`src/rtl/pipe_serialize_if.sv`:
```
// pipe_serialize_if: have/want handshake bundle for the wide-to-narrow
// serializer.
//   i_in    wide input word (OUT_WIDTH*RATIO bits)
//   i_have  upstream word valid
//   o_want  serializer can take a word this cycle
//   o_out   current narrow beat (OUT_WIDTH bits)
//   o_have  o_out is valid
//   o_last  current beat is the final beat of its word
//   i_want  downstream accepts the beat this cycle
// The slave modport is the serializer. The master modport is the
// producer/consumer side that surrounds it.
interface pipe_serialize_if #(
    parameter int OUT_WIDTH = 8,
    parameter int RATIO     = 4
) ();
    logic [OUT_WIDTH*RATIO-1:0] i_in;
    logic                       i_have;
    logic                       o_want;
    logic [OUT_WIDTH-1:0]       o_out;
    logic                       o_have;
    logic                       o_last;
    logic                       i_want;

    modport slave (
        input  i_in, i_have, i_want,
        output o_want, o_out, o_have, o_last
    );

    modport master (
        output i_in, i_have, i_want,
        input  o_want, o_out, o_have, o_last
    );
endinterface

```
`src/rtl/pipe_serialize.sv`:
```
// pipe_serialize: transmit-side width converter. It accepts one wide word of
// RATIO beats and emits the beats one per downstream transfer. When the last
// beat leaves, the block accepts the next word in the same cycle, so
// back-to-back words stream with no bubble.
//   i_clk    clock (rising edge)
//   i_reset  asynchronous, active-high reset
//   bus      pipe_serialize_if.slave (i_in/i_have/o_want upstream,
//            o_out/o_have/o_last/i_want downstream)
// Parameters:
//   OUT_WIDTH  beat width in bits (>= 1)
//   RATIO      beats per word (>= 2)
//   LSB_FIRST  1: beat 0 is the low slice; 0: beat 0 is the high slice
module pipe_serialize #(
    parameter int OUT_WIDTH = 8,
    parameter int RATIO     = 4,
    parameter bit LSB_FIRST = 1'b1
) (
    input  logic             i_clk,
    input  logic             i_reset,
    pipe_serialize_if.slave  bus
);
    localparam int CW = $clog2(RATIO);
    localparam int WW = OUT_WIDTH * RATIO;

    logic                               loaded;
    logic [WW-1:0]                      word_q;
    logic [CW-1:0]                      cnt;
    logic [RATIO-1:0][OUT_WIDTH-1:0]    beats;
    logic                               last_beat;
    logic                               dt;
    logic                               ut;

    // Reorder the word into transmit order so that the beat counter always
    // indexes beat 0 first, whatever LSB_FIRST is.
    for (genvar g = 0; g < RATIO; g++) begin : g_beat
        if (LSB_FIRST) begin : g_lsb
            assign beats[g] = word_q[g*OUT_WIDTH +: OUT_WIDTH];
        end else begin : g_msb
            assign beats[g] = word_q[(RATIO-1-g)*OUT_WIDTH +: OUT_WIDTH];
        end
    end

    assign last_beat   = loaded && (cnt == CW'(RATIO-1));
    assign dt          = loaded && bus.i_want;
    // The combinational path from i_want to o_want lets a new word land on
    // the same edge that the last beat leaves.
    assign bus.o_want  = !loaded || (last_beat && bus.i_want);
    assign ut          = bus.i_have && bus.o_want;
    assign bus.o_have  = loaded;
    assign bus.o_last  = last_beat;

    // Explicit mux. RATIO need not be a power of two, so cnt may be able to
    // encode values that are not valid beat indices.
    always_comb begin
        bus.o_out = '0;
        for (int i = 0; i < RATIO; i++)
            if (cnt == CW'(i)) bus.o_out = beats[i];
    end

    always_ff @(posedge i_clk or posedge i_reset) begin
        if (i_reset) begin
            loaded <= 1'b0;
            cnt    <= '0;
            word_q <= '0;
        end else if (ut) begin
            word_q <= bus.i_in;
            loaded <= 1'b1;
            cnt    <= '0;
        end else if (dt) begin
            if (last_beat) begin
                loaded <= 1'b0;
                cnt    <= '0;
            end else begin
                cnt    <= cnt + CW'(1);
            end
        end
    end
endmodule

```
`src/flat_wrapper.sv`:
```
// flat-port wrapper written by rule: the top's interface ports become plain ports
module pipe_serialize_flat 
#(
    parameter int OUT_WIDTH = 8,
    parameter int RATIO     = 4,
    parameter bit LSB_FIRST = 1'b1
)
  (i_clk, i_reset, bus_i_in, bus_i_have, bus_i_want, bus_o_want, bus_o_out, bus_o_have, bus_o_last);
  pipe_serialize_if #(.OUT_WIDTH(OUT_WIDTH), .RATIO(RATIO)) bus_i ();
  input  logic i_clk;
  input  logic i_reset;
  input wire logic [$bits(bus_i.i_in)-1:0] bus_i_in;
  input wire logic [$bits(bus_i.i_have)-1:0] bus_i_have;
  input wire logic [$bits(bus_i.i_want)-1:0] bus_i_want;
  output wire logic [$bits(bus_i.o_want)-1:0] bus_o_want;
  output wire logic [$bits(bus_i.o_out)-1:0] bus_o_out;
  output wire logic [$bits(bus_i.o_have)-1:0] bus_o_have;
  output wire logic [$bits(bus_i.o_last)-1:0] bus_o_last;
  assign bus_i.i_in = bus_i_in;
  assign bus_i.i_have = bus_i_have;
  assign bus_i.i_want = bus_i_want;
  assign bus_o_want = bus_i.o_want;
  assign bus_o_out = bus_i.o_out;
  assign bus_o_have = bus_i.o_have;
  assign bus_o_last = bus_i.o_last;
  pipe_serialize #(.OUT_WIDTH(OUT_WIDTH), .RATIO(RATIO), .LSB_FIRST(LSB_FIRST)) u_core (.i_clk(i_clk), .i_reset(i_reset), .bus(bus_i));
endmodule
```
`config.mk`:
```
export PLATFORM = sky130hd
export DESIGN_NAME = pipe_serialize_flat
export DESIGN_NICKNAME = d
export VERILOG_FILES = /design/src/rtl/pipe_serialize_if.sv /design/src/rtl/pipe_serialize.sv /design/src/flat_wrapper.sv
export SDC_FILE = /design/constraint.sdc
export NUM_CORES = 1
export LEC_CHECK = 0
export CELL_PAD_IN_SITES_DETAIL_PLACEMENT = 0
export CELL_PAD_IN_SITES_GLOBAL_PLACEMENT = 1
export CORE_ASPECT_RATIO = 0.6
export CORE_MARGIN = 2
export CORE_UTILIZATION = 25
export CTS_CLUSTER_SIZE = 20
export DETAILED_ROUTE_END_ITERATION = 16
export GPL_TIMING_DRIVEN = 0
export MAX_ROUTING_LAYER = met4
export PLACE_DENSITY_LB_ADDON = 0.1
export SKIP_CTS_REPAIR_TIMING = 1
export SLEW_MARGIN = 20
export SYNTH_ARGS = -nofsm -noshare
export SYNTH_HDL_FRONTEND = slang
export SYNTH_SLANG_ARGS = --single-unit
```
`constraint.sdc`:
```
create_clock -name i_clk -period 1.4 [get_ports i_clk]
set_input_delay 0.28 -clock i_clk [delete_from_list [all_inputs] [get_ports i_clk]]
set_output_delay 0.28 -clock i_clk [all_outputs]
set_load 0.02 [all_outputs]
```
==> results.py <==
metrics = {
    "routing": {
        "wl_per_cell_um": 16.6,
        "first_pass_iters": 4,
        "drt_iter0_drc": 26,
        "vias": 1244,
        "vias_per_cell": 4.40,
        "drc": 0,
        "wirelength_mm": 4.69,
        "antenna_left": 0,
    },
    "setup_path": {
        "arrival_ps": 1630,
        "path_buf_inv": 3,
        "crit_family": "flip-flops",
        "crit_required_ps": 1120,
        "crit_type": "reg -> out",
        "cp_cell_sequence": "ha_4, buf_12, nor2_4, buf_12, a31oi_2, buf_4",
        "worst_setup_path_start_kind": "flop",
        "end_kind": "primary output",
        "cp_num_cells": 6,
        "crit_path_frequent_cell": "buf_12",
        "crit_fanout": 9,
        "rr_worst_depth": 6,
        "slowest_delay_ps": 470,
        "crit_slowest_cell": "dfrtp_2",
    },
    "power": {
        "leakagePower_nw": 1.27,
        "vdd_drop_max_mv": 0.845,
        "cellPowerDensity_nw_per_um2": 2350,
    },
    "yosys": {
        "synth_top_area_share_pct": 48.3,
        "synth.area.top_cells": "dfrtp_1 48%, mux2_4 25%, buf_12 3.3%",
        "ys_warn_count": 0,
        "seq_area_frac_synth_pct": 48.3,
        "synth_area_leader_cell": "dfrtp_1",
        "synth_fp_nets": 173,
        "postSynthCellCount": 133,
        "syn-cell-area_um2": 1810,
        "synth_area_per_cell_um2": 13.6,
        "ys_seq_elements": 35,
        "synth.distinct_cells": 24,
    },
    "sta": {
        "relSlewSlack_pct": 48.5,
        "rsz0062_at_grt": "true",
        "finalHoldViolations": 0,
        "worst_pin_slew_ps": 772,
        "finalClockSkew_ps": 3.19,
        "finalSetupViolations": 42,
        "hold_ws_ps": 479,
        "fin_crit_ps": 1910,
        "setup_ws_ps": -514,
        "fin_crit_sh_pct": 137,
        "tns_ps": -14790,
        "final_max_slew_viol_count": 0,
        "max_freq_mhz": 522,
    },
    "grt": {
        "grt_pass1_vias": 1298,
        "track_usage_pct": 11.9,
        "grt_pass1_wl_mm": 6.96,
        "grt_max_degree": 36,
        "antenna_found_initial": 0,
        "grt_overflow": 0,
    },
    "cts": {
        "htree_levels": 2,
        "clk_path_buf_depth": 2,
        "cts.sinks": 35,
        "root_buffer": "clkbuf_16",
        "clk_pin_slew_ps": 60,
        "cts_tree": "done",
        "cts-buffers-inserted": 5,
        "clkLatencyLatePin_ps": 280,
    },
    "finish": {
        "multi_input_area_um2": 1020,
        "seqCellArea_um2": 878,
        "fillCellCount": 671,
        "syn2layout_area_growth_pct": 58.1,
        "fin_nets": 235,
        "drive_gt1_share_pct": 46.4,
        "insertedDiodeCount": 0,
    },
    "floorplanning": {
        "die_w_um": 114,
        "core_um2": 6850,
        "fp.dieH_um": 69.9,
        "rows": 23,
        "initial_core_util_pct": 26.5,
        "io_pins": 47,
        "die_area_um2": 7970,
    },
    "run": {
        "cap_violations": 0,
    },
    "outcome": {
        "violations": "negative setup slack",
        "status": "finished with violations",
    },
    "placement": {
        "place_hpwl_mm": 3.18,
        "portBuffers": 46,
        "gp_congestion": 0.729,
    },
    "hold_path": {
        "hold_class": "in -> async",
    },
}
flip-flops by register name, summed over array words and instances (netlist names):
register	flops
u_core.beats	32
u_core.bus.o_have	1
u_core.cnt	2
final cells by class:
type / count / area share [%]
Buffer: 6 / 3.58
Clock buffer: 5 / 4.37
Clock inverter: 3 / 0.524
Inverter: 4 / 0.699
Multi-Input combinational cell: 88 / 35.5
Sequential cell: 35 / 30.7
Tap cell: 87 / 3.80
Timing Repair Buffer: 55 / 20.8
cell families (layout without fill, tap and decap cells):
kind of cell             count (synthesis)  count (layout)  share of synthesized area [%]
AO/OA/AOI/OAI                           19              19                           7.67
adder cells (fa/ha/maj)                  4               4                           2.76
buffers and inverters                   10              73                           4.83
flip-flops                              35              35                           48.3
multiplexers                            32              32                           26.1
AND/OR/NAND/NOR                         33              33                           10.3
metrics by stage:
step | area [um^2] | worst slack (ps) | total power, W | util, % | cells
2_1_floorplan | 1930 | -122 | 0.00414 | - | 133
3_3_place_gp | 2500 | -752 | 0.00517 | 36.6 | 266
3_5_place_dp | 2500 | -777 | 0.00520 | 36.6 | 266
4_1_cts | 2640 | -1090 | 0.00630 | 38.6 | 274
5_1_grt | 2860 | -574 | 0.00711 | 41.8 | 283
6_report | 2860 | -514 | 0.00672 | 41.8 | 283
final timing paths:
| kind | start | to | slack, ps |
|---|---|---|---|
| max in group asynchronous | i_reset | u_core.cnt[0] | 380 |
| worst max register to register | u_core.cnt[0] | u_core.beats[13] | -350 |
| worst min register to register | u_core.beats[29] | u_core.beats[29] | 510 |
| worst min-delay path | i_reset | u_core.beats[26] | 480 |
| min in group i_clk | u_core.beats[29] | u_core.beats[29] | 510 |
| worst max-delay path | u_core.cnt[0] | bus_o_out[2] | -510 |
where the power goes:
part           leakage (nW)  total [W]  internal [W]  switching (W)
clock network        0.0733    0.00107      0.000649       0.000422
registers             0.416    0.00189       0.00152       0.000362
logic                 0.785    0.00376       0.00218        0.00159
cells in the final DEF (no fill, tap or decap), types with 2 or more instances in the layout:
master,n
clkdlybuf4s50_1,35
dfrtp_1,33
mux2_4,31
nand2_1,11
buf_6,9
nand3b_1,8
clkbuf_16,8
buf_4,8
buf_12,5
nor2_1,5
o2bb2ai_1,4
a31oi_4,4
a31oi_2,4
o22ai_2,4
inv_2,3
ha_4,3
clkinv_2,3
nand2b_1,2
dfrtp_2,2
metal layers:
layer	part of all wire, %	vias up	track usage (%)
li1	-	603	-
met1	55	608	17.5
met2	40	29	15.1
met3	4.4	4	3.91
met4	0.77	0	3.66
met5	0	-	-
worst register-to-register path, stage by stage, from the launching register on:
cell       delay, ps
dfrtp_2          470
ha_4             200
buf_4            130
a21bo_4          230
nand2_8          130
clkbuf_16        190
mux2_4           290
Yosys cell counts (all sizes together):
cell     number
nand2        12
o21ai         1
dfrtp        35
nor2          6
inv           4
mux2         32
a31oi         8
nor2b         1
nand2b        3
clkbuf        1
o2bb2ai       4
o31ai         1
buf           5
nand3b        8
a21bo         1
nand4         1
o22ai         4
ha            4
nand3         1
and2          1
Power figures use the tool's default switching activity.
